--- config.mk ---
export PLATFORM = sky130hd
export DESIGN_NAME = branch_resolve_unit
export DESIGN_NICKNAME = d
export VERILOG_FILES = /design/src/rtl/bp_pkg.sv /design/src/rtl/bp_inflight_fifo.sv /design/src/rtl/branch_resolve_unit.sv
export SDC_FILE = /design/constraint.sdc
export NUM_CORES = 1
export LEC_CHECK = 0
export ABC_AREA = 1
export CAP_MARGIN = 25
export CORE_ASPECT_RATIO = 1.5
export CORE_MARGIN = 1
export CORE_UTILIZATION = 52
export CTS_CLUSTER_DIAMETER = 80
export CTS_CLUSTER_SIZE = 25
export DETAILED_ROUTE_END_ITERATION = 10
export PLACE_DENSITY = 0.76
export REMOVE_ABC_BUFFERS = 1
export SYNTH_ARGS = -nofsm -noshare
export SYNTH_HDL_FRONTEND = slang
export SYNTH_HIERARCHICAL = 1
export SYNTH_SLANG_ARGS = --single-unit
--- constraint.sdc ---
create_clock -name clk -period 7.3 [get_ports clk]
set_input_delay 0.73 -clock clk [delete_from_list [all_inputs] [get_ports clk]]
set_output_delay 0.73 -clock clk [all_outputs]
set_load 0.005 [all_outputs]
--- src/rtl/bp_pkg.sv ---
// Shared types and defaults for the branch predictor resolve path.
package bp_pkg;

    localparam int BP_IDX_W = 8;
    localparam int BP_XLEN  = 32;

    typedef enum logic {
        IDLE  = 1'b0,
        FLUSH = 1'b1
    } bru_state_e;

    typedef struct packed {
        logic [BP_XLEN-1:0] pc;
        logic               taken;
        logic [BP_XLEN-1:0] target;
    } bp_entry_t;

endpackage

--- src/rtl/bp_inflight_fifo.sv ---
// In-flight prediction FIFO: holds predictions issued at IF until EX resolves them in order.
module bp_inflight_fifo
    import bp_pkg::*;
#(
    parameter int DEPTH = 4
) (
    input  logic      clk,
    input  logic      reset,
    input  logic      push,
    input  bp_entry_t push_data,
    input  logic      pop,
    input  logic      clear,
    output bp_entry_t head,
    output logic      full,
    output logic      empty
);

    localparam int AW = $clog2(DEPTH);
    localparam logic [AW:0] PTR_ONE = (AW+1)'(1);

    bp_entry_t   mem [DEPTH];
    logic [AW:0] wr_ptr;
    logic [AW:0] rd_ptr;
    logic        do_push;
    logic        do_pop;

    // Pointers carry one extra wrap bit so full and empty are distinguishable.
    assign empty   = (wr_ptr == rd_ptr);
    assign full    = (wr_ptr[AW-1:0] == rd_ptr[AW-1:0]) && (wr_ptr[AW] != rd_ptr[AW]);
    assign do_push = push && !full;
    assign do_pop  = pop && !empty;
    assign head    = mem[rd_ptr[AW-1:0]];

    always_ff @(posedge clk or posedge reset) begin
        if (reset) begin
            wr_ptr <= '0;
            rd_ptr <= '0;
        end else if (clear) begin
            wr_ptr <= '0;
            rd_ptr <= '0;
        end else begin
            if (do_push) wr_ptr <= wr_ptr + PTR_ONE;
            if (do_pop)  rd_ptr <= rd_ptr + PTR_ONE;
        end
    end

    always_ff @(posedge clk) begin
        if (do_push) mem[wr_ptr[AW-1:0]] <= push_data;
    end

endmodule

--- src/rtl/branch_resolve_unit.sv ---
// Checks in-flight branch predictions against EX outcomes, redirects on mispredict, trains the predictor.
// Optional feature: define BRU_PERF_CNT_EN to add perf_resolved / perf_mispred counters.
module branch_resolve_unit
    import bp_pkg::*;
#(
    parameter int DEPTH = 4,
    parameter int IDX_W = BP_IDX_W,
    parameter int XLEN  = BP_XLEN
) (
    input  logic             clk,
    input  logic             reset,
    input  logic             pred_valid,
    input  logic [XLEN-1:0]  pred_pc,
    input  logic             pred_taken,
    input  logic [XLEN-1:0]  pred_target,
    output logic             pred_ready,
    input  logic             res_valid,
    input  logic [XLEN-1:0]  res_pc,
    input  logic             res_taken,
    input  logic [XLEN-1:0]  res_target,
    output logic             res_ready,
    output logic             redirect_valid,
    output logic [XLEN-1:0]  redirect_pc,
    output logic             flush,
    output logic             upd_valid,
    output logic [IDX_W-1:0] upd_idx,
    output logic             upd_taken,
    input  logic             upd_ready,
    output logic             order_err
`ifdef BRU_PERF_CNT_EN
    ,
    output logic [31:0]      perf_resolved,
    output logic [31:0]      perf_mispred
`endif
);

    bru_state_e      state;
    bru_state_e      next_state;
    bp_entry_t       push_entry;
    bp_entry_t       head;
    logic            fifo_full;
    logic            fifo_empty;
    logic            fifo_push;
    logic            fifo_clear;
    logic            in_idle;
    logic            upd_busy;
    logic            res_fire;
    logic            res_match;
    logic            res_accept;
    logic            res_error;
    logic            mispredict;
    logic [XLEN-1:0] correct_pc;

    assign push_entry = '{pc: pred_pc, taken: pred_taken, target: pred_target};
    assign in_idle    = (state == IDLE);
    assign upd_busy   = upd_valid && !upd_ready;
    assign pred_ready = !fifo_full && in_idle;
    assign res_ready  = !upd_busy && in_idle;
    assign fifo_push  = pred_valid && pred_ready;

    // Only the oldest outstanding prediction may resolve; anything else is an ordering error.
    assign res_fire   = res_valid && res_ready;
    assign res_match  = !fifo_empty && (res_pc == head.pc);
    assign res_accept = res_fire && res_match;
    assign res_error  = res_fire && !res_match;
    assign mispredict = (head.taken != res_taken) || (res_taken && (head.target != res_target));
    assign correct_pc = res_taken ? res_target : (res_pc + XLEN'(4));

    bp_inflight_fifo #(
        .DEPTH(DEPTH)
    ) u_fifo (
        .clk       (clk),
        .reset     (reset),
        .push      (fifo_push),
        .push_data (push_entry),
        .pop       (res_accept),
        .clear     (fifo_clear),
        .head      (head),
        .full      (fifo_full),
        .empty     (fifo_empty)
    );

    always_ff @(posedge clk or posedge reset) begin
        if (reset) state <= IDLE;
        else       state <= next_state;
    end

    // The FLUSH cycle drops every younger entry since they were fetched down the wrong path.
    always_comb begin
        next_state     = state;
        redirect_valid = 1'b0;
        flush          = 1'b0;
        fifo_clear     = 1'b0;
        case (state)
            IDLE: begin
                if (res_accept && mispredict) next_state = FLUSH;
            end
            FLUSH: begin
                redirect_valid = 1'b1;
                flush          = 1'b1;
                fifo_clear     = 1'b1;
                next_state     = IDLE;
            end
            default: next_state = IDLE;
        endcase
    end

    always_ff @(posedge clk or posedge reset) begin
        if (reset) begin
            redirect_pc <= '0;
            order_err   <= 1'b0;
        end else begin
            order_err <= res_error;
            if (res_accept && mispredict) redirect_pc <= correct_pc;
        end
    end

    // A new training write may load in the same cycle the previous one is taken by the predictor.
    always_ff @(posedge clk or posedge reset) begin
        if (reset) begin
            upd_valid <= 1'b0;
            upd_idx   <= '0;
            upd_taken <= 1'b0;
        end else if (res_accept) begin
            upd_valid <= 1'b1;
            upd_idx   <= res_pc[IDX_W+1:2];
            upd_taken <= res_taken;
        end else if (upd_valid && upd_ready) begin
            upd_valid <= 1'b0;
        end
    end

`ifdef BRU_PERF_CNT_EN
    always_ff @(posedge clk or posedge reset) begin
        if (reset) begin
            perf_resolved <= '0;
            perf_mispred  <= '0;
        end else if (res_accept) begin
            perf_resolved <= perf_resolved + 32'd1;
            if (mispredict) perf_mispred <= perf_mispred + 32'd1;
        end
    end
`endif

endmodule

Word-level counts from Yosys, hierarchy flattened
Memories as Yosys holds them, arrays and structs flattened. Index checks and enable logic that the tools add are counted.

Add/sub/neg operators: 3. Equality and inequality tests: 6. Mux-type cells: 12. Bitwise gates (word level): 1. Reductions and logical operators: 23.

Operator list (count): 32-bit by 3-bit adder with 32-bit output, second input constant (1); 32-bit == test (1); 32-bit two-way mux (1); 32-bit inequality test (1); 1-bit logical AND (14); 3-bit two-way mux (4); 3-bit by 1-bit adder with 3-bit output, second input constant (2); 1-bit two-way mux (6); 2-bit nonzero test (3); 1-bit logical NOT (5); 3-bit == test (1); 2-bit == test (1); 1-bit inequality test (2); 1-bit case mux with 2 select lines (1); 1-bit logical OR (1); 1-bit inverter (1).

Register bits: 50. RAM bits: 260. Input port bits: 135. Memories: 1.

Memories: u_fifo.mem (words 4, width 65, rd ports 1, clocked after Yosys merged registers in 0, write ports 1, RTL line bp_inflight_fifo.sv:21) `bp_entry_t mem [DEPTH];`.

Logic depth before layout (Yosys ltp)
Depth after elaboration: 9. Mapped depth: 19.

By module
The synthesis kept the hierarchy.

By module, submodules not included: bp_inflight_fifo (times used 1, cells an instance 693, area each 10411.2 um^2); branch_resolve_unit (times used 1, cells an instance 730, area each 4012.6 um^2).

Worst setup path after synthesis
OpenSTA, ideal clock, no wires.

Path kind: register to register. From: register u_fifo.rd_ptr[0]. To: memory u_fifo/mem[0][0] in the netlist's numbering (enable). Library setup time: 0.488 ns. Arrival: 4.217 ns. Data required time: 6.812 ns. Slack: 2.594 ns. Stages on the path, launching flop included: 10. Buffers on the path: 1. Cells stage by stage: dfrtp_1 > buf_6 > inv_4 > nand2_1 > nand2_2 > nand3_4 > inv_2 > nor3b_1 > nand2_4 > nor2_1.

Word-level cells in the longest chain between the ends: 8.

Ends and longest elaborated chain: from (decl) (RTL line bp_inflight_fifo.sv:23) `logic [AW:0] rd_ptr;`; from (signal assigned) (RTL line bp_inflight_fifo.sv:43) `if (do_pop) rd_ptr <= rd_ptr + PTR_ONE;`; 2-bit == test (RTL line bp_inflight_fifo.sv:29) `assign full = (wr_ptr[AW-1:0] == rd_ptr[AW-1:0]) && (wr_ptr[AW] != rd_ptr[AW]);`; 1-bit logical AND (RTL line bp_inflight_fifo.sv:29); via fifo_full (RTL line branch_resolve_unit.sv:41) `logic fifo_full;`; 1-bit logical NOT (RTL line branch_resolve_unit.sv:57) `assign pred_ready = !fifo_full && in_idle;`; 1-bit logical AND (RTL line branch_resolve_unit.sv:57); 1-bit logical AND (RTL line branch_resolve_unit.sv:59) `assign fifo_push = pred_valid && pred_ready;`; via fifo_push (RTL line branch_resolve_unit.sv:43) `logic fifo_push;`; 1-bit logical AND (RTL line bp_inflight_fifo.sv:30) `assign do_push = push && !full;`; 1-bit two-way mux (RTL line bp_inflight_fifo.sv:48) `if (do_push) mem[wr_ptr[AW-1:0]] <= push_data;`; 1-bit two-way mux (not written as such) (RTL line bp_inflight_fifo.sv:48); to (decl) (RTL line bp_inflight_fifo.sv:21).

The timed path passes the listed nets, and every way through them passes these cells.

==> impl_metrics.env <==
export IMPL_ys_ff_latch=310
export IMPL_die_y_um=206
export IMPL_ys_types=39
export IMPL_instances_no_fill=1925
export IMPL_cp_data_required_time_ns=7.74
export IMPL_cts_root_buf="clkbuf_16"
export IMPL_h_tree_depth=1
export IMPL_slew_headroom_pct=29.7
export IMPL_grt_pass1_vias=10539
export IMPL_tightest_slew_ns=1.05
export IMPL_grtUsageTotal_pct=26.8
export IMPL_yosysSeqAreaShare_pct=62.8
export IMPL_ys_warn_count=6
export IMPL_wl_um=37300
export IMPL_critPathCaptureType="flop"
export IMPL_fin_crit_sh_pct=62.3
export IMPL_dpl_worst_slack_ns=2.93
export IMPL_r2r_slack_ns=2.75
export IMPL_drv_cap=0
export IMPL_synth_area_mm2=0.0144
export IMPL_first_pass_iters=6
export IMPL_ioPinCount=182
export IMPL_drc_errors=0
export IMPL_leakagePower_nw=6.60
export IMPL_path_clk_slew_ns=0.10
export IMPL_fmax_mhz=220
export IMPL_maxSlewViolCount=0
export IMPL_cts_tree="built"
export IMPL_start_kind="flop"
export IMPL_crit_fanout=87
export IMPL_synth_area_per_cell_um2=10.1
export IMPL_drtIter0Drc=889
export IMPL_period_needed_ns=4.55
export IMPL_via_per_inst=5.67
export IMPL_core_area_mm2=0.0272
export IMPL_tns_ns=0
export IMPL_nets=1714
export IMPL_utilization_pct=62.2
export IMPL_peakVddDrop_mv=0.220
export IMPL_timing_rr_start="u_fifo/rd_ptr[0]"
export IMPL_placed_cells_incl_taps=1895
export IMPL_vias=10913
export IMPL_cts_path_max_buffers=3
export IMPL_r2r_cells=16
export IMPL_skew_ns=0.0252
export IMPL_final_common_cell="nand2_1"
export IMPL_postRouteAntennaNets=0
export IMPL_antenna_found_initial=0
export IMPL_clock_sinks=310
export IMPL_grt_pass1_wl_um=56800
export IMPL_crit_path_start="u_fifo/rd_ptr[0]"
export IMPL_critical_path_class="reg2reg"
export IMPL_r2r_end="redirect_pc[9]"
export IMPL_hold_viol=0
export IMPL_grt_max_degree=88
export IMPL_post_cts_buffers=0
export IMPL_setup_viol=0
export IMPL_syn_inst=1423
export IMPL_antennaDiodeCount=0
export IMPL_port_buffers=181
export IMPL_place_gp_congestion=0.918
export IMPL_drive_above_1_share_pct=6.63
export IMPL_cp_arrival_ns=4.99
export IMPL_status="finished clean"
export IMPL_rsz0062_at_grt="no"
export IMPL_num_rows=74
export IMPL_cts_buffers=16
export IMPL_grt_ovfl_total=0
export IMPL_powerDensity_mw_per_mm2=235
export IMPL_hp_class="in2async"
export IMPL_cts_resized=0
export IMPL_area_growth_pct=17.4
export IMPL_post_drt_wl_per_cell_um=19.4
export IMPL_start_util_pct=53.0
export IMPL_dp_hpwl_um=25200
export IMPL_cts_hold_buf=0
export IMPL_final_cell_mix="nand2_1 (343), edfxtp_1 (260), nor2_1 (202), clkdlybuf4s50_1 (181), o21ai_0 (140)"
export IMPL_clock_latency_ns=0.51
export IMPL_die_area_mm2=0.0284
export IMPL_die_w_um=138
export IMPL_finalWorstSetupSlack_ns=2.75
-- flip-flops by register name (all words and copies together), names as in the netlist --
register,count
state,1
upd_idx,8
redirect_pc,32
u_fifo/rd_ptr,3
upd_taken,1
order_err,1
u_fifo/mem,260
u_fifo/wr_ptr,3
upd_valid,1
-- worst max-delay path, cell delays in order (launching register included) --
cell	delay, ns
dfrtp_4	0.74
inv_4	0.80
buf_4	0.73
o21ai_0	0.20
o22ai_2	0.17
inv_1	0.07
nand2_1	0.06
nand2_1	0.05
nor2_1	0.10
nand2_1	0.06
nor2_1	0.21
nand3_1	0.13
nor2_1	0.13
nor2_2	0.06
nand2_2	0.57
nand2_1	0.10
nand2_1	0.12
-- layout make-up --
| cell class | instances | area, um2 |
|---|---|---|
| Fill cell | 2178 | 10300 |
| Multi-Input combinational cell | 942 | 4610 |
| Sequential cell | 310 | 9060 |
| Inverter | 108 | 408 |
| Clock buffer | 26 | 459 |
| Clock inverter | 2 | 18.8 |
| Timing Repair Buffer | 195 | 1950 |
| Tap cell | 342 | 428 |
-- cell families after synthesis --
kind of cell / synth area share [%]
compound gates: 10.0
xor+xnor: 1.40
fa+ha+maj: 0.520
buf+inv: 5.47
flops: 62.8
simple gates: 19.8
-- routing by layer --
layer	GRT usage [%]	wire [um]
met3	2.92	2880
met2	47.5	19000
met1	33.3	14000
met5	0	0
met4	10.4	1420
-- cell usage after synthesis (all sizes together) --
| cell | count | share of area (%) |
|---|---|---|
| a21oi | 5 | 0.17 |
| a31oi | 1 | 0.043 |
| and3 | 1 | 0.043 |
| buf | 38 | 2.0 |
| clkbuf | 25 | 0.65 |
| dfrtp | 50 | 8.7 |
| edfxtp | 260 | 54 |
| ha | 6 | 0.52 |
| inv | 108 | 2.8 |
| nand2 | 347 | 9.1 |
| nand3 | 69 | 2.5 |
| nand3b | 2 | 0.10 |
| nand4 | 11 | 0.48 |
| nor2 | 228 | 7.0 |
| nor3 | 6 | 0.29 |
| nor3b | 1 | 0.052 |
| o211ai | 1 | 0.052 |
| o21ai | 171 | 6.0 |
| o22ai | 66 | 3.7 |
| or2 | 4 | 0.17 |
| xnor2 | 15 | 0.91 |
| xor2 | 8 | 0.49 |
-- worst max-delay path by stage --
| stage | endpoint | cells after the start |
|---|---|---|
| CTS | redirect_pc[12] | 16 |
| floorplan | u_fifo/mem[0][0] | 8 |
| global placement | redirect_pc[30] | 16 |
| finish | redirect_pc[9] | 16 |
| detailed placement | redirect_pc[30] | 16 |
| global route | redirect_pc[16] | 16 |
-- metrics by stage --
stage / total power, mW / instance area, um2 / hold WS [ns]
after floorplan: 2.75 / 14000 / 0.465
after global placement: 3.04 / 16400 / 0.455
after detailed placement: 3.05 / 16400 / 0.464
after CTS: 4.00 / 16900 / 0.487
after global routing: 4.15 / 16900 / 0.464
final: 3.99 / 16900 / 0.462
-- where the power goes --
group / switching [mW] / internal (mW) / total, mW
sequential: 0.0697 / 2.25 / 2.32
clock: 0.528 / 0.442 / 0.970
combinational: 0.477 / 0.219 / 0.696
(Power assumes the default switching activity.)
